<file path="src/rtl/icache_refill_router.sv">
// icache_refill_router: routes instruction-cache line refills to the bootrom
// (multi-beat, assembled into one line) or to L2 (single line), and returns
// exactly one registered response per accepted request, with a timeout error.
module icache_refill_router #(
  parameter int LINE_SIZE      = 256,
  parameter int ADDR_W         = 26,
  parameter int BROM_DATA_W    = 128,
  parameter int BROM_ADDR_W    = 24,
  parameter int BROM_BASE_LINE = 0,
  parameter int BROM_LINES     = 64,
  parameter int TIMEOUT_CYC    = 1024
) (
  input  logic                   clk_i,
  input  logic                   rst_i,
  input  logic                   ic_req_valid_i,
  input  logic [ADDR_W-1:0]      ic_req_addr_i,
  output logic                   ic_resp_valid_o,
  output logic [LINE_SIZE-1:0]   ic_resp_data_o,
  output logic                   ic_resp_error_o,
  output logic                   busy_o,
  output logic                   brom_req_valid_o,
  output logic [BROM_ADDR_W-1:0] brom_req_address_o,
  input  logic                   brom_resp_valid_i,
  input  logic [BROM_DATA_W-1:0] brom_resp_data_i,
  output logic                   l2_req_valid_o,
  output logic [ADDR_W-1:0]      l2_req_addr_o,
  input  logic                   l2_resp_valid_i,
  input  logic [LINE_SIZE-1:0]   l2_resp_data_i
);

  localparam int NBEATS = LINE_SIZE / BROM_DATA_W;
  localparam int BEAT_W = (NBEATS > 1) ? $clog2(NBEATS) : 1;
  localparam int TMO_W  = (TIMEOUT_CYC > 0) ? $clog2(TIMEOUT_CYC + 1) : 1;
  localparam bit TMO_EN = (TIMEOUT_CYC > 0);
  localparam logic [TMO_W-1:0]  TMO_LAST  = TMO_W'((TIMEOUT_CYC > 0) ? TIMEOUT_CYC - 1 : 0);
  localparam logic [BEAT_W-1:0] BEAT_LAST = BEAT_W'(NBEATS - 1);
  localparam logic [63:0] LINE_BYTES = 64'(LINE_SIZE / 8);
  localparam logic [63:0] BEAT_BYTES = 64'(BROM_DATA_W / 8);
  localparam logic [63:0] BROM_LO    = 64'(BROM_BASE_LINE);
  localparam logic [63:0] BROM_HI    = 64'(BROM_BASE_LINE) + 64'(BROM_LINES);

  typedef enum logic [2:0] {
    IDLE, BROM_REQ, BROM_WAIT, L2_REQ, L2_WAIT, RESP
  } state_t;

  state_t                 state_reg, state_next;
  logic [ADDR_W-1:0]      addr_reg, addr_next;
  logic [BEAT_W-1:0]      beat_reg, beat_next;
  logic [TMO_W-1:0]       tmo_reg, tmo_next;
  logic [LINE_SIZE-1:0]   buf_reg, buf_next;
  logic                   err_reg, err_next;

  logic                   resp_valid_next;
  logic [LINE_SIZE-1:0]   resp_data_next;
  logic                   resp_error_next;
  logic                   busy_next;
  logic                   brom_req_valid_next;
  logic [BROM_ADDR_W-1:0] brom_req_addr_next;
  logic                   l2_req_valid_next;
  logic [ADDR_W-1:0]      l2_req_addr_next;

  logic [63:0] req_addr_wide;
  logic [63:0] brom_byte_addr;
  logic        in_brom;
  logic        tmo_expired;

  // Region decode and timeout expiry; the +1 form keeps the lower bound
  // check free of wrap and meaningful when the base is zero.
  always_comb begin
    req_addr_wide = 64'(ic_req_addr_i);
    in_brom       = (req_addr_wide + 64'd1 > BROM_LO) && (req_addr_wide < BROM_HI);
    tmo_expired   = TMO_EN && (tmo_reg == TMO_LAST);
  end

  // Next-state logic plus next values of every registered output, so each
  // output is valid in the same cycle its state is.
  always_comb begin
    state_next = state_reg;
    addr_next  = addr_reg;
    beat_next  = beat_reg;
    tmo_next   = tmo_reg;
    buf_next   = buf_reg;
    err_next   = err_reg;

    case (state_reg)
      IDLE: begin
        if (ic_req_valid_i) begin
          addr_next  = ic_req_addr_i;
          beat_next  = '0;
          err_next   = 1'b0;
          state_next = in_brom ? BROM_REQ : L2_REQ;
        end
      end
      BROM_REQ: begin
        tmo_next   = '0;
        state_next = BROM_WAIT;
      end
      BROM_WAIT: begin
        if (brom_resp_valid_i) begin
          buf_next[int'(beat_reg) * BROM_DATA_W +: BROM_DATA_W] = brom_resp_data_i;
          if (beat_reg == BEAT_LAST) begin
            state_next = RESP;
          end else begin
            beat_next  = beat_reg + 1'b1;
            state_next = BROM_REQ;
          end
        end else if (tmo_expired) begin
          err_next   = 1'b1;
          buf_next   = '0;
          state_next = RESP;
        end else begin
          tmo_next = tmo_reg + 1'b1;
        end
      end
      L2_REQ: begin
        tmo_next   = '0;
        state_next = L2_WAIT;
      end
      L2_WAIT: begin
        if (l2_resp_valid_i) begin
          buf_next   = l2_resp_data_i;
          state_next = RESP;
        end else if (tmo_expired) begin
          err_next   = 1'b1;
          buf_next   = '0;
          state_next = RESP;
        end else begin
          tmo_next = tmo_reg + 1'b1;
        end
      end
      RESP: begin
        beat_next  = '0;
        err_next   = 1'b0;
        state_next = IDLE;
      end
      default: state_next = IDLE;
    endcase

    brom_byte_addr      = 64'(addr_next) * LINE_BYTES + 64'(beat_next) * BEAT_BYTES;
    busy_next           = (state_next != IDLE);
    brom_req_valid_next = (state_next == BROM_REQ);
    brom_req_addr_next  = brom_req_valid_next ? BROM_ADDR_W'(brom_byte_addr) : '0;
    l2_req_valid_next   = (state_next == L2_REQ);
    l2_req_addr_next    = l2_req_valid_next ? addr_next : '0;
    resp_valid_next     = (state_next == RESP);
    resp_error_next     = resp_valid_next && err_next;
    resp_data_next      = resp_valid_next ? buf_next : ic_resp_data_o;
  end

  // State, datapath and output registers; reset abandons any transaction.
  always_ff @(posedge clk_i or posedge rst_i) begin
    if (rst_i) begin
      state_reg          <= IDLE;
      addr_reg           <= '0;
      beat_reg           <= '0;
      tmo_reg            <= '0;
      buf_reg            <= '0;
      err_reg            <= 1'b0;
      ic_resp_valid_o    <= 1'b0;
      ic_resp_data_o     <= '0;
      ic_resp_error_o    <= 1'b0;
      busy_o             <= 1'b0;
      brom_req_valid_o   <= 1'b0;
      brom_req_address_o <= '0;
      l2_req_valid_o     <= 1'b0;
      l2_req_addr_o      <= '0;
    end else begin
      state_reg          <= state_next;
      addr_reg           <= addr_next;
      beat_reg           <= beat_next;
      tmo_reg            <= tmo_next;
      buf_reg            <= buf_next;
      err_reg            <= err_next;
      ic_resp_valid_o    <= resp_valid_next;
      ic_resp_data_o     <= resp_data_next;
      ic_resp_error_o    <= resp_error_next;
      busy_o             <= busy_next;
      brom_req_valid_o   <= brom_req_valid_next;
      brom_req_address_o <= brom_req_addr_next;
      l2_req_valid_o     <= l2_req_valid_next;
      l2_req_addr_o      <= l2_req_addr_next;
    end
  end

endmodule

</file>
<file path="config.mk">
export PLATFORM = sky130hd
export DESIGN_NAME = icache_refill_router
export DESIGN_NICKNAME = d
export VERILOG_FILES = /design/src/rtl/icache_refill_router.sv
export SDC_FILE = /design/constraint.sdc
export NUM_CORES = 2
export LEC_CHECK = 0
export BUFFER_PORTS_ARGS = -buffer_cell sky130_fd_sc_hd__buf_4
export CORE_AREA = 2 2 284 286
export CTS_BUF_LIST = sky130_fd_sc_hd__clkbuf_8
export CTS_CLUSTER_SIZE = 25
export DETAILED_ROUTE_END_ITERATION = 10
export DIE_AREA = 0 0 286 288
export GPL_TIMING_DRIVEN = 0
export PLACE_DENSITY = 0.55
export RECOVER_POWER = 100
export SLEW_MARGIN = 5
export SYNTH_ARGS = -nofsm -noshare
export SYNTH_HDL_FRONTEND = slang
export SYNTH_SLANG_ARGS = --single-unit
</file>
<file path="constraint.sdc">
create_clock -name clk_i -period 12.73 [get_ports clk_i]
set_clock_uncertainty 0.15 [all_clocks]
set_input_delay 0 -clock clk_i [delete_from_list [all_inputs] [get_ports clk_i]]
set_output_delay 0 -clock clk_i [all_outputs]
set_load 0.02 [all_outputs]
</file>
==> results, run 1 <==
- The flow did not finish.
- The last stage reached is clock tree synthesis (4_1_cts).
- The tool reported: "[ERROR RSZ-0060] Max buffer count reached".
- Of the total synthesized cell area, the portion taken by XOR and XNOR cells is 0.0437%.
- The number of setup buffers added after CTS is 0.
- The clock drives 470 sinks.
- The row count is 104.
- In this run, post-CTS hold repair placed 782 buffers.
- The number of top-level design ports is 726.
- The number of unique standard cell types used by synthesis is 61.
- Summing every instance area after synthesis gives 20100 sq um.
- The synthesized-area fraction occupied by ao, oa, aoi and oai cells is 25.4%.
- The number of placed instances, taps included, is 3763.
- The count of buffers added on input and output ports is 720.
- The async set-reset flop share out of synthesis is 100%.
- The combinational family with the most area after synthesis is compound AO/OA/AOI/OAI gates.
- The area fraction in and, or, nand and nor cells after synthesis is 7.97%.
- After synthesis, the share of cell area in mux cells is 0.349%.
- The cell count after synthesis came out at 1967.
- The post-cts resize count is 0.
- The die span in y is 288 um.
- Counting flops with a built-in enable in the synthesized netlist gives 0.
- The clock buffer count from CTS is 86.
- The post-synthesis register bit count is 470.
- The H-tree depth reported by CTS is 3.
- Counting along the longest clock path gives a buffer depth of 3.
- The Yosys warning count is 0.
- The adder-cell share of the synthesized area is 0.0624%.
- The last weighted congestion value of the routability-driven placer is 0.878.
- The half-perimeter wire length after placement is 76500 um.
- The share of the Yosys chip area taken by registers is 58.6%.
- From left edge to right edge, the die measures 286 um.
- The mean cell area of the mapped netlist is 10.2 sq um.
- The starting density of the core is 25.2%.
- The clock root buffer is sky130_fd_sc_hd__clkbuf_8.
- The most common flop cell mapped by yosys is sky130_fd_sc_hd__dfrtp_1.
-- cells in the mapped netlist (19+ instances only) --
| cell | number | share of area, % |
|---|---|---|
| sky130_fd_sc_hd__a21oi_1 | 129 | 3.2 |
| sky130_fd_sc_hd__a22oi_1 | 242 | 9.1 |
| sky130_fd_sc_hd__a31oi_1 | 117 | 3.6 |
| sky130_fd_sc_hd__and2_1 | 26 | 0.81 |
| sky130_fd_sc_hd__buf_2 | 44 | 1.1 |
| sky130_fd_sc_hd__buf_4 | 20 | 0.75 |
| sky130_fd_sc_hd__buf_6 | 19 | 1.1 |
| sky130_fd_sc_hd__clkbuf_1 | 77 | 1.4 |
| sky130_fd_sc_hd__dfrtp_1 | 470 | 59 |
| sky130_fd_sc_hd__inv_1 | 150 | 2.8 |
| sky130_fd_sc_hd__nand2_1 | 149 | 2.8 |
| sky130_fd_sc_hd__nor2_1 | 58 | 1.1 |
| sky130_fd_sc_hd__nor3_1 | 27 | 0.67 |
| sky130_fd_sc_hd__o21ai_0 | 214 | 5.3 |
| sky130_fd_sc_hd__o21ai_1 | 59 | 1.5 |
-- through the flow --
step / util (%) / cell area, sq um / setup WS, ns / hold WS [ns]
detailed placement: 34.0 / 27100 / 8.69 / 0.0160
floorplan: - / 20100 / 6.22 / -0.0214
global placement: 33.7 / 26800 / 2.84 / 0.0695
-- kinds of logic after synthesis --
group	Yosys count
simple gates	331
mux	7
other cells	1
compound gates	828
fa+ha+maj	1
buf+inv	328
xor+xnor	1
flops	470
==> run 2, diff against run 1 <==
- CORE_AREA: 2 2 284 286 -> 2 2 279 281
- CTS_BUF_LIST: sky130_fd_sc_hd__clkbuf_8 -> not set
- CTS_CLUSTER_SIZE: 25 -> not set
- DIE_AREA: 0 0 286 288 -> 0 0 281 283
- PLACE_DENSITY: 0.55 -> not set
- PLACE_DENSITY_LB_ADDON: not set -> 0.15
- clock period: 12.73 -> 16.5 ns (I/O delays scaled with it)
==> results, run 2 <==
- The share of post-route cells with drive strength above 1 is 16.3%.
- The met1 capacity usage during global routing is 32.2%.
- The row count is 102 (-1.9%).
- VDD sags by at most 0.0994 mV.
- The count of endpoints failing hold in the final timing report is 0.
- The first-pass iteration count of the detailed router is 5.
- The number of unique standard cell types used by synthesis came to 61 (unchanged).
- The number of violations of the max-capacitance limit is 3.
- The horizontal die dimension came to 281 um (-1.7%).
- The via count of the first global-routing pass is 23600.
- The highest-utilization routing layer at the global route stage is met2.
- The initial detailed-routing violation count is 1436.
- The starting density of the core is 26.2% (+0.96 points).
- TritonCTS built the clock tree.
- The proportion of power drawn by flip-flops and latches is 30.2%.
- The number of buffers inserted for hold repair after clock tree synthesis is 649 (-17%).
- After detailed routing, the total wire length is 106000 um.
- The number of vias after detailed routing is 22100.
- The kind of launch point of the worst setup path is an input pin.
- The final-report max-slew violation count is 154.
- The number of synthesized flops with an enable pin is 0 (unchanged).
- The share of total power dissipated in the clock network is 21.0%.
- The overall die area is 79500 sq um.
- The most frequent cell on the critical path is sky130_fd_sc_hd__dlygate4sd3_1.
- The critical path in this run is classified as input pin to asynchronous set/reset pin.
- The half-perimeter wire length after placement is 75800 um (-0.88%).
- The die span in y came to 283 um (-1.7%).
- The number of cells on the worst hold path is 4.
- Global routing used 26.0% of the available tracks across all layers.
- The number of antenna violations at the first check in global routing came to 10.
- In this run the worst path has a maximum fanout of 101.
- The H-tree depth reported by CTS is 2 (-1).
- The clock slew at the register clock pins of the worst setup and hold paths is 0.06 ns.
- The gate count after technology mapping is 1967 (unchanged).
- The number of flip-flops in the largest register is 256.
- CTS placed an instance of sky130_fd_sc_hd__clkbuf_16 at the clock tree root.
- Data on the critical path arrives at its endpoint at 6.61 ns.
- In this run, the combinational gates consume 48.8% of the power.
- The critical path runs through a total of 5 cells.
- The count of input and output buffers is 720 (unchanged).
- In the synthesized netlist the dominant register cell turns out to be sky130_fd_sc_hd__dfrtp_1.
- The total area inside the core boundary comes to 76700 sq um.
- The type of destination of the critical path is an asynchronous set/reset pin.
- The async set-reset flop share out of synthesis is 100% (unchanged).
- For the pin with the worst max-slew slack, the measured transition is 5.98 ns.
- The final cell count without fillers is 4494.
- By area the synthesized netlist is led by sky130_fd_sc_hd__dfrtp_1 (59%), sky130_fd_sc_hd__a22oi_1 (9.1%), sky130_fd_sc_hd__o21ai_0 (5.3%), sky130_fd_sc_hd__a31oi_1 (3.6%), sky130_fd_sc_hd__a21oi_1 (3.2%).
- Dividing the detail-routed wire length by the instance count gives 23.6 um.
- Setup violations remaining at the end of the flow were counted as 0.
- For this run, global-route usage on met3 was measured as 5.29%.
- The clock buffer count from CTS came to 56 (-35%).
- Dividing the detail-routed via count by the number of cells gives 4.91.
- The maximum number of pins on one net before global-route repair is 114.
- After detailed routing, the number of remaining DRC violations is 0.
- Counting instances in the post-synthesis netlist gives the leading cell types as sky130_fd_sc_hd__dfrtp_1 (470), sky130_fd_sc_hd__a22oi_1 (242), sky130_fd_sc_hd__o21ai_0 (214).
- The final reports fail on max-capacitance violations, max-slew violations.
- The family with the most delay on the worst path is buffers and inverters.
- The top cell types in the final layout, fill and taps aside, are sky130_fd_sc_hd__dlygate4sd3_1 (649), sky130_fd_sc_hd__dfrtp_1 (470), sky130_fd_sc_hd__clkbuf_1 (443).
- The portion of synthesized cell area occupied by the leading cell type came to 58.6% (unchanged).
- In the final design database the tool counted 3818 nets.
- Derived from the worst setup path, the maximum achievable clock frequency is 133 MHz.
- The signal on the critical path passes through dlygate4sd3_1 -> clkbuf_4 -> dlygate4sd3_1 -> clkinvlp_2 -> clkbuf_1.
- The worst path in the final design needs a cycle of 7.51 ns, including I/O delays and setup.
- Summed over all cells, the static leakage comes to 14.5 nW.
- For the worst setup path, the data required time is 15.60 ns.
- The mapped cell area is 20100 sq um (unchanged).
- The final period utilization is 45.5%.
- The number of top-level design ports was 726 (unchanged).
- The net switching power is 0.00275 W.
- The last weighted congestion value of the routability-driven placer is 0.898 (+2.2%).
- The run finished, with violations left.
- The number of cells on the worst reg-to-reg path is 9.
- Net switching is 44.5% of the power.
- The part of the Yosys area used for sequential elements is 58.6% (unchanged).
- The post-synthesis to final-layout area growth is 69.7%.
- The filler cell count in the final layout is 7604.
- The sink count of the clock tree is 470 (unchanged).
- The top cell type by total area after synthesis is sky130_fd_sc_hd__dfrtp_1.
- The mean cell area of the mapped netlist came to 10.2 sq um (unchanged).
- The cell internal power dissipation is 0.00343 W.
- Setup repair after global routing left no endpoint under its margin.
- The most used standard cell by instance count after synthesis is sky130_fd_sc_hd__dfrtp_1.
- The leading cell type in the layout, fill and taps excluded is sky130_fd_sc_hd__dlygate4sd3_1.
- The number of setup buffers added after CTS is 0 (unchanged).
- The placed instance count was 3735 (-0.74%).
- The largest incremental delay on the critical path is 4.22 ns.
- The global-route wire length before repair is 154000 um.
- The overflow left after global routing is 0.
- In this run the worst hold path is classified as input pin to flop.
- The tightest hold margin is 0.0370 ns.
- In this run the tightest slew margin relative to its limit is -299%.
- The Yosys warning count is 0 (unchanged).
- The post-cts resize count is 0 (unchanged).
- In this run the power density over the cells is 182 nW/um^2.
- The residual antenna-violating net count after detailed routing is 0.
- The maximum clock path buffer count was 3 (unchanged).
- The highest-delay cell along the critical path is sky130_fd_sc_hd__clkbuf_1.
- The worst-skew pair later-pin latency is 0.61 ns.
- The post-synthesis register bit count is 470 (unchanged).
- For met2 alone, demand over resource in global routing was 44.0%.
- The critical path contains buffers and inverters numbering 5 combined.
run 2: cell counts after synthesis:
Identical to the previous run, type by type.
run 2: area by class of cell:
type | count | area, sq um | area share, %
plain buffers | 177 | 843 | 2.48
well taps | 1040 | 1300 | 3.82
inverters | 151 | 569 | 1.67
clock buffers | 76 | 1620 | 4.75
repair buffers | 1374 | 10900 | 31.9
multi-input cells | 1172 | 6770 | 19.9
flip-flops and latches | 470 | 11800 | 34.6
clock inverters | 26 | 297 | 0.871
diodes | 8 | 20.0 | 0.0588
run 2: power by group through the flow:
stage | Clock, W | Combinational (W) | Sequential, W
floorplan | 0 | 0.00124 | 0.00223
global placement | 0 | 0.00297 | 0.00188
detailed placement | 0 | 0.00301 | 0.00188
CTS | 0.00133 | 0.00333 | 0.00187
global route | 0.00137 | 0.00327 | 0.00192
finish | 0.00130 | 0.00301 | 0.00187
run 2: final timing paths:
path / slack [ns] / to / start
worst max-delay path: 8.99 / ic_resp_data_o[151] / rst_i
worst min-delay path: 0.04 / addr_reg[0] / ic_req_addr_i[0]
worst max register to register: 11.31 / ic_resp_data_o[137] / state_reg[0]
worst min register to register: 0.32 / addr_reg[13] / addr_reg[13]
max in group clk_i: 11.31 / ic_resp_data_o[137] / state_reg[0]
min in group asynchronous: 0.83 / ic_resp_data_o[129] / rst_i
run 2: per-layer routing:
metal | vias to the layer above | routed length, um | part of all wire (%)
li1 | 9915 | - | -
met1 | 11000 | 43300 | 41
met2 | 907 | 51000 | 48
met3 | 226 | 7030 | 6.6
met4 | 6 | 4690 | 4.4
met5 | - | 38 | 0.036
run 2: logic make-up (layout without fill, tap and decap cells):
family          count (synthesis)  count (layout)  share of synthesized area [%]
simple gates                  331             331                           7.97
other cells                     1              12                         0.0187
mux                             7               7                          0.349
xor+xnor                        1               1                         0.0437
fa+ha+maj                       1               1                         0.0624
buf+inv                       328            1804                           7.56
compound gates                828             828                           25.4
flops                         470             470                           58.6
run 2: worst min-delay path, cell delays in order:
cell and delay (ns):
sky130_fd_sc_hd__dlygate4sd3_1 0.52, sky130_fd_sc_hd__buf_4 0.10, sky130_fd_sc_hd__mux2i_1 0.08, sky130_fd_sc_hd__inv_1 0.06
run 2: metrics by stage:
step           instance area (sq um)  utilization (%)  setup slack [ns]  total power (W)  setup TNS [ns]
2_1_floorplan                  20100                -              3.24          0.00346               0
3_3_place_gp                   26800             34.9             -2.79          0.00485        -1286.09
3_5_place_dp                   26900             35.1             12.28          0.00489               0
4_1_cts                        35300             46.1             11.45          0.00653               0
5_1_grt                        34000             44.4              7.68          0.00656               0
6_report                       34000             44.4              8.99          0.00618               0
No activity file was read; power rests on OpenSTA's default activity.
